===== config.mk =====
export PLATFORM = sky130hd
export DESIGN_NAME = frame_receiver
export DESIGN_NICKNAME = d
export VERILOG_FILES = /design/src/rtl/frame_receiver.sv
export SDC_FILE = /design/constraint.sdc
export NUM_CORES = 1
export LEC_CHECK = 0
export CAP_MARGIN = 40
export CORE_MARGIN = 2
export CORE_UTILIZATION = 49
export CTS_CLUSTER_SIZE = 24
export DETAILED_ROUTE_END_ITERATION = 8
export PLACE_DENSITY = 0.71
export SETUP_SLACK_MARGIN = 0.15
export SLEW_MARGIN = 0
export SYNTH_ARGS = -nofsm -noshare
export SYNTH_HDL_FRONTEND = slang
export SYNTH_SLANG_ARGS = --single-unit

===== constraint.sdc =====
create_clock -name rx_clk -period 9.9 [get_ports rx_clk]
set_clock_uncertainty 0.15 [all_clocks]
set_input_delay 1.98 -clock rx_clk [delete_from_list [all_inputs] [get_ports rx_clk]]
set_output_delay 1.98 -clock rx_clk [all_outputs]
set_load 0.05 [all_outputs]

===== src/rtl/frame_receiver.sv =====
// frame_receiver
//   Receive side of the delay tester. Parses the MAC RX byte stream and keeps
//   only frames addressed to MAC_ADDR (or broadcast when ACCEPT_BCAST=1) that
//   carry ETH_TYPE. From each such frame it pulls the 32-bit sequence number
//   and transmit timestamp, then reports the one-way delay against time_now,
//   which was captured on byte 0. Also keeps good, drop and sequence-error
//   counts.
//
// Ports
//   rx_clk, reset        clock (rising edge), async active-high reset
//   mac_rx_data/dvld     frame bytes (no preamble/SFD, FCS at the tail)
//   mac_rx_goodframe     1-cycle status pulse, frame OK
//   mac_rx_badframe      1-cycle status pulse, frame errored
//   time_now             free-running timestamp shared with the sender
//   rx_res_vld           1-cycle pulse, new rx_res_seq / rx_res_delay
//   rx_res_seq/delay     result of the last accepted frame (held)
//   cnt_good/drop/seq_err  saturating 16-bit statistics
module frame_receiver #(
    parameter logic [47:0] MAC_ADDR     = 48'h004e46324300,
    parameter logic [15:0] ETH_TYPE     = 16'h88B5,
    parameter bit          ACCEPT_BCAST = 1'b1
) (
    input  logic        rx_clk,
    input  logic        reset,
    input  logic [7:0]  mac_rx_data,
    input  logic        mac_rx_dvld,
    input  logic        mac_rx_goodframe,
    input  logic        mac_rx_badframe,
    input  logic [31:0] time_now,
    output logic        rx_res_vld,
    output logic [31:0] rx_res_seq,
    output logic [31:0] rx_res_delay,
    output logic [15:0] cnt_good,
    output logic [15:0] cnt_drop,
    output logic [15:0] cnt_seq_err
);

    typedef enum logic [3:0] {
        IDLE, DST, SRC, TYPE, SEQ, TSTAMP, PAYLOAD, WAIT_STAT, IGNORE
    } state_t;

    state_t      state, state_nx;
    logic [4:0]  byte_idx;
    logic        uc_ok, bc_ok;       // dest still matches unicast / broadcast
    logic        short_q, short_nx;  // frame ended inside SEQ/TSTAMP
    logic        dvld_q;
    logic [31:0] seq, tstamp, t_start, exp_seq;
    logic        exp_vld;

    logic        start_frame, do_accept, do_drop, eof_short;
    logic        status, stat_good, dst_hit;
    logic [7:0]  type_byte;

    function automatic logic [7:0] mac_byte(input logic [4:0] i);
        case (i)
            5'd0:    mac_byte = MAC_ADDR[47:40];
            5'd1:    mac_byte = MAC_ADDR[39:32];
            5'd2:    mac_byte = MAC_ADDR[31:24];
            5'd3:    mac_byte = MAC_ADDR[23:16];
            5'd4:    mac_byte = MAC_ADDR[15:8];
            default: mac_byte = MAC_ADDR[7:0];
        endcase
    endfunction

    assign status    = mac_rx_goodframe | mac_rx_badframe;
    // both pulses together count as bad
    assign stat_good = mac_rx_goodframe & ~mac_rx_badframe;
    assign type_byte = byte_idx[0] ? ETH_TYPE[7:0] : ETH_TYPE[15:8];
    assign dst_hit   = (uc_ok && (mac_rx_data == mac_byte(byte_idx))) ||
                       (ACCEPT_BCAST && bc_ok && (mac_rx_data == 8'hFF));

    always_ff @(posedge rx_clk or posedge reset) begin
        if (reset) begin
            state   <= IDLE;
            short_q <= 1'b0;
            dvld_q  <= 1'b0;
        end else begin
            state   <= state_nx;
            short_q <= short_nx;
            dvld_q  <= mac_rx_dvld;
        end
    end

    always_comb begin
        state_nx    = state;
        short_nx    = short_q;
        start_frame = 1'b0;
        do_accept   = 1'b0;
        do_drop     = 1'b0;
        eof_short   = 1'b0;
        case (state)
            IDLE: begin
                if (mac_rx_dvld) begin
                    start_frame = 1'b1;
                    state_nx    = DST;
                end
            end
            DST: begin
                if (!mac_rx_dvld || !dst_hit) state_nx = IGNORE;
                else if (byte_idx == 5'd5)    state_nx = SRC;
            end
            SRC: begin
                if (!mac_rx_dvld)              state_nx = IGNORE;
                else if (byte_idx == 5'd11)    state_nx = TYPE;
            end
            TYPE: begin
                if (!mac_rx_dvld || mac_rx_data != type_byte) state_nx = IGNORE;
                else if (byte_idx == 5'd13)                   state_nx = SEQ;
            end
            SEQ, TSTAMP, PAYLOAD: begin
                if (!mac_rx_dvld) begin
                    // Frame over. The status pulse may already be present on
                    // this first low cycle, so resolve it here if so.
                    eof_short = (state != PAYLOAD);
                    if (status) begin
                        do_accept = stat_good & ~eof_short;
                        do_drop   = ~(stat_good & ~eof_short);
                        state_nx  = IDLE;
                    end else begin
                        short_nx = eof_short;
                        state_nx = WAIT_STAT;
                    end
                end else if (state == SEQ && byte_idx == 5'd17) begin
                    state_nx = TSTAMP;
                end else if (state == TSTAMP && byte_idx == 5'd21) begin
                    state_nx = PAYLOAD;
                end
            end
            WAIT_STAT: begin
                if (status) begin
                    do_accept = stat_good & ~short_q;
                    do_drop   = ~(stat_good & ~short_q);
                    state_nx  = IDLE;
                end else if (mac_rx_dvld) begin
                    // status never came: count the loss, this byte is byte 0
                    do_drop     = 1'b1;
                    start_frame = 1'b1;
                    state_nx    = DST;
                end
            end
            IGNORE: begin
                // A fresh rise is already byte 0 of the next frame; take it
                // now rather than losing it by bouncing through IDLE.
                if (mac_rx_dvld && !dvld_q) begin
                    start_frame = 1'b1;
                    state_nx    = DST;
                end else if (!mac_rx_dvld && status) begin
                    state_nx = IDLE;
                end
            end
            default: state_nx = IDLE;
        endcase
        if (start_frame) short_nx = 1'b0;
    end

    // byte parsing datapath
    always_ff @(posedge rx_clk or posedge reset) begin
        if (reset) begin
            byte_idx <= '0;
            uc_ok    <= 1'b0;
            bc_ok    <= 1'b0;
            seq      <= '0;
            tstamp   <= '0;
            t_start  <= '0;
        end else begin
            if (start_frame) begin
                byte_idx <= 5'd1;
                t_start  <= time_now;
                uc_ok    <= (mac_rx_data == MAC_ADDR[47:40]);
                bc_ok    <= ACCEPT_BCAST && (mac_rx_data == 8'hFF);
            end else if (mac_rx_dvld) begin
                // saturate so long payloads never alias back onto header bytes
                if (byte_idx != 5'd31) byte_idx <= byte_idx + 5'd1;
                if (state == DST) begin
                    uc_ok <= uc_ok && (mac_rx_data == mac_byte(byte_idx));
                    bc_ok <= bc_ok && (mac_rx_data == 8'hFF);
                end
                if (state == SEQ)    seq    <= {seq[23:0], mac_rx_data};
                if (state == TSTAMP) tstamp <= {tstamp[23:0], mac_rx_data};
            end
        end
    end

    // results and statistics
    always_ff @(posedge rx_clk or posedge reset) begin
        if (reset) begin
            rx_res_vld   <= 1'b0;
            rx_res_seq   <= '0;
            rx_res_delay <= '0;
            cnt_good     <= '0;
            cnt_drop     <= '0;
            cnt_seq_err  <= '0;
            exp_seq      <= '0;
            exp_vld      <= 1'b0;
        end else begin
            rx_res_vld <= do_accept;
            if (do_accept) begin
                rx_res_seq   <= seq;
                rx_res_delay <= t_start - tstamp;   // modular, survives wrap
                if (cnt_good != 16'hFFFF) cnt_good <= cnt_good + 16'd1;
                if (exp_vld && seq != exp_seq && cnt_seq_err != 16'hFFFF)
                    cnt_seq_err <= cnt_seq_err + 16'd1;
                exp_seq <= seq + 32'd1;
                exp_vld <= 1'b1;
            end
            if (do_drop && cnt_drop != 16'hFFFF) cnt_drop <= cnt_drop + 16'd1;
        end
    end

endmodule


==> results.md <==
- Chip Height: 169 um
- Core Box Area: 26900 um2
- Max-cap violations: 0
- Crit end category: flop
- R2R Path End: cnt_good[15]$_DFFE_PP0P_
- Drt pass-1 iters: 5
- DR vias/cell: 5.65
- Clock root buffer: clkbuf_16
- Most used DFF post-synth: dfrtp_1
- Final Hold Viols: 0
- CTS tree: built
- Hold Path Sink: exp_vld$_DFFE_PP0P_
- PostCTS Resize Cnt: 0
- Num rows: 60
- Die width: 169 um
- Yosys top cell area share: 47.8%
- Initial DRC count: 713
- WP data required: 10.22 ns
- Final HPWL DP: 22100 um
- Yosys cell types: 77
- Slew @ Worst Pin: 0.858 ns
- Post-CTS Hold Fix Bufs: 0
- Vias: 10513
- Slew HR: 42.8%
- Die area: 28600 um2
- WL met2: 14600 um
- Final net count: 1593
- Setup TNS: 0 ns
- Netlist Area Pre-Place: 13300 um2
- Avg Synthesized Cell Area: 9.65 um2
- Vias in the first global route: 10405
- DRT met1 WL: 14800 um
- Seq/Total Area, Yosys: 47.8%
- CP Launch Type: primary input
- Post-synth EDFFs: 0
- Synthesized instance count: 1383
- Commonest cells after routing, fill and taps aside: 255 x dfrtp_1, 247 x nand2_1, 157 x clkdlybuf4s50_1
- Syn Nets: 1469
- CTS Buf Count: 28
- FF-to-FF path depth: 10
- Post-synth ARST share: 100%
- Fin cells: 1862
- R2r setup slk: 6.33 ns
- Commonest non-fill, non-tap cell in the layout: dfrtp_1
- DP Cell Count: 1818
- Post-CTS setup buffer count: 0
- Layout cell share with drive strength beyond 1: 9.14%
- Tot GR Track Use: 22.2%
- Synth warn: 0
- Area contributors post-synth: dfrtp_1 48%, nand2_1 6.9%, mux2_2 5.6%
- Clock Sinks: 255
- Pwr dens: 185 nW/um2
- Number of synthesized register bits: 255
- Slew Limit Fails: 0
- Global route total overflow: 0
- Num ports: 158
- Top cell type by total area after synthesis: dfrtp_1
- Post-Route WL: 31500 um
- Clock-pin slew of the registers on the worst-case setup and hold paths: 0.06 ns
- Worst vdd ir: 0.157 mV
- Highest Signal Layer: met4
- GP Congestion: 0.899
- Worst endpoint data arrival time: 5.50 ns
- Initial antenna violation count: 0
- Area Overhead vs Synth: 20.7%
- Hold Crit Class: reg2reg
- Worst Setup Path Type: in2reg
- Status: finished clean
- Max frequency: 193 MHz
- N_diodes: 0
- Reg2reg start: state[0]$_DFFE_PP0P_
- Filler instances: 2288
- Final setup violation count: 0
- Leak: 7.36 nW
- Crit-path max FO: 57
- Port bufs: 157
- Avg WL per Cell: 16.9 um
- RSZ-0062 raised after global routing: false
- First-pass GRT wire length: 52500 um
- Largest net degree at the start of global routing: 122
- Min cycle time layout: 5.19 ns
- Drt drc: 0
- Number of routed nets with antenna violations: 0
- Final Cycle Share: 52.4%
- Worst hold stages: 1
- Met3 WL: 1500 um
- Initial core utilization: 49.6%
- H-tree Lvls: 1
- Hold path start: exp_vld$_DFFE_PP0P_
- Worst-skew pair later-pin latency: 0.54 ns
- Clk buf depth: 3
==> through the flow <==
stage               power, W  setup WS, ns  utilization, %  hold slack, ns  area [um2]
floorplan            0.00175         0.757               -           0.285       13300
global placement     0.00191          4.05            56.2           0.301       15100
detailed placement   0.00194          4.13            56.5           0.302       15200
CTS                  0.00299          4.70            59.9           0.317       16100
global route         0.00313          4.32            59.9           0.338       16100
finish               0.00298          4.71            59.9           0.316       16100
==> report_power, final <==
group          leakage, nW  total (W)  internal [W]  switching [W]
Clock                0.450    0.00105      0.000635       0.000416
Sequential            3.31    0.00123       0.00114      0.0000977
Combinational         3.60   0.000695      0.000299       0.000396
Total                 7.36    0.00298       0.00207       0.000910
==> cells by family after synthesis <==
group	after synthesis	share of synthesized area (%)
AO/OA/AOI/OAI	237	10.9
buffers and inverters	126	3.81
multiplexers	71	5.95
AND/OR/NAND/NOR	523	19.1
flip-flops	255	47.8
XOR/XNOR	130	8.53
adder cells (fa/ha/maj)	41	3.90
==> metal layers <==
metal | global-route usage (%) | vias up
met1 | 31.9 | 5147
met4 | 4.42 | 0
met2 | 36.4 | 268
li1 | - | 5054
met3 | 2.81 | 44
met5 | 0 | -
==> worst max-delay path, stage by stage <==
cell             delay [ns]
clkdlybuf4s50_1        0.73
mux2i_1                0.38
nand3_4                0.34
buf_12                 0.32
clkinv_1               0.06
buf_4                  0.46
o31a_1                 0.41
and4_1                 0.32
nand2_1                0.12
nor3_1                 0.20
xor2_1                 0.17
==> worst max path at each step <==
stage / from / end / slack (ns) / depth (start not counted)
after floorplan: reset / bc_ok$_DFFE_PP0P_ / 0.76 / 1
after global placement: mac_rx_dvld / cnt_good[15]$_DFFE_PP0P_ / 4.05 / 10
after detailed placement: mac_rx_dvld / cnt_good[15]$_DFFE_PP0P_ / 4.13 / 11
after CTS: mac_rx_dvld / cnt_good[15]$_DFFE_PP0P_ / 4.70 / 11
after global routing: mac_rx_dvld / cnt_good[15]$_DFFE_PP0P_ / 4.32 / 11
final: mac_rx_dvld / cnt_good[15]$_DFFE_PP0P_ / 4.71 / 11
==> cell usage after synthesis (all sizes together), types with 11 or more instances <==
library cell  instances
o21a                 11
a21oi                34
nand2               247
nand4                41
buf                  26
xnor2                69
inv                  52
mux2                 66
nand3                49
xor2                 61
ha                   40
nor3                 40
and3                 22
nor2                 48
and4                 13
nor4                 12
o21ai               116
a21o                 14
clkbuf               47
dfrtp               255
==> state kept, by name, summed over array words and instances, names as in the netlist <==
register / count
state: 4
cnt_good: 16
dvld_q: 1
rx_res_delay: 32
exp_vld: 1
rx_res_seq: 32
cnt_seq_err: 16
uc_ok: 1
short_q: 1
cnt_drop: 16
rx_res_vld: 1
t_start: 32
seq: 32
bc_ok: 1
exp_seq: 32
byte_idx: 5
tstamp: 32
==> layout make-up <==
type | count | area, um2 | share of cell area [%]
Sequential cell | 255 | 6380 | 39.6
Multi-Input combinational cell | 1002 | 6480 | 40.3
Inverter | 53 | 206 | 1.28
Clock inverter | 8 | 124 | 0.769
Timing Repair Buffer | 167 | 1690 | 10.5
Tap cell | 341 | 427 | 2.65
Clock buffer | 36 | 792 | 4.92
Note: power is estimated with default switching activity, not from simulation.
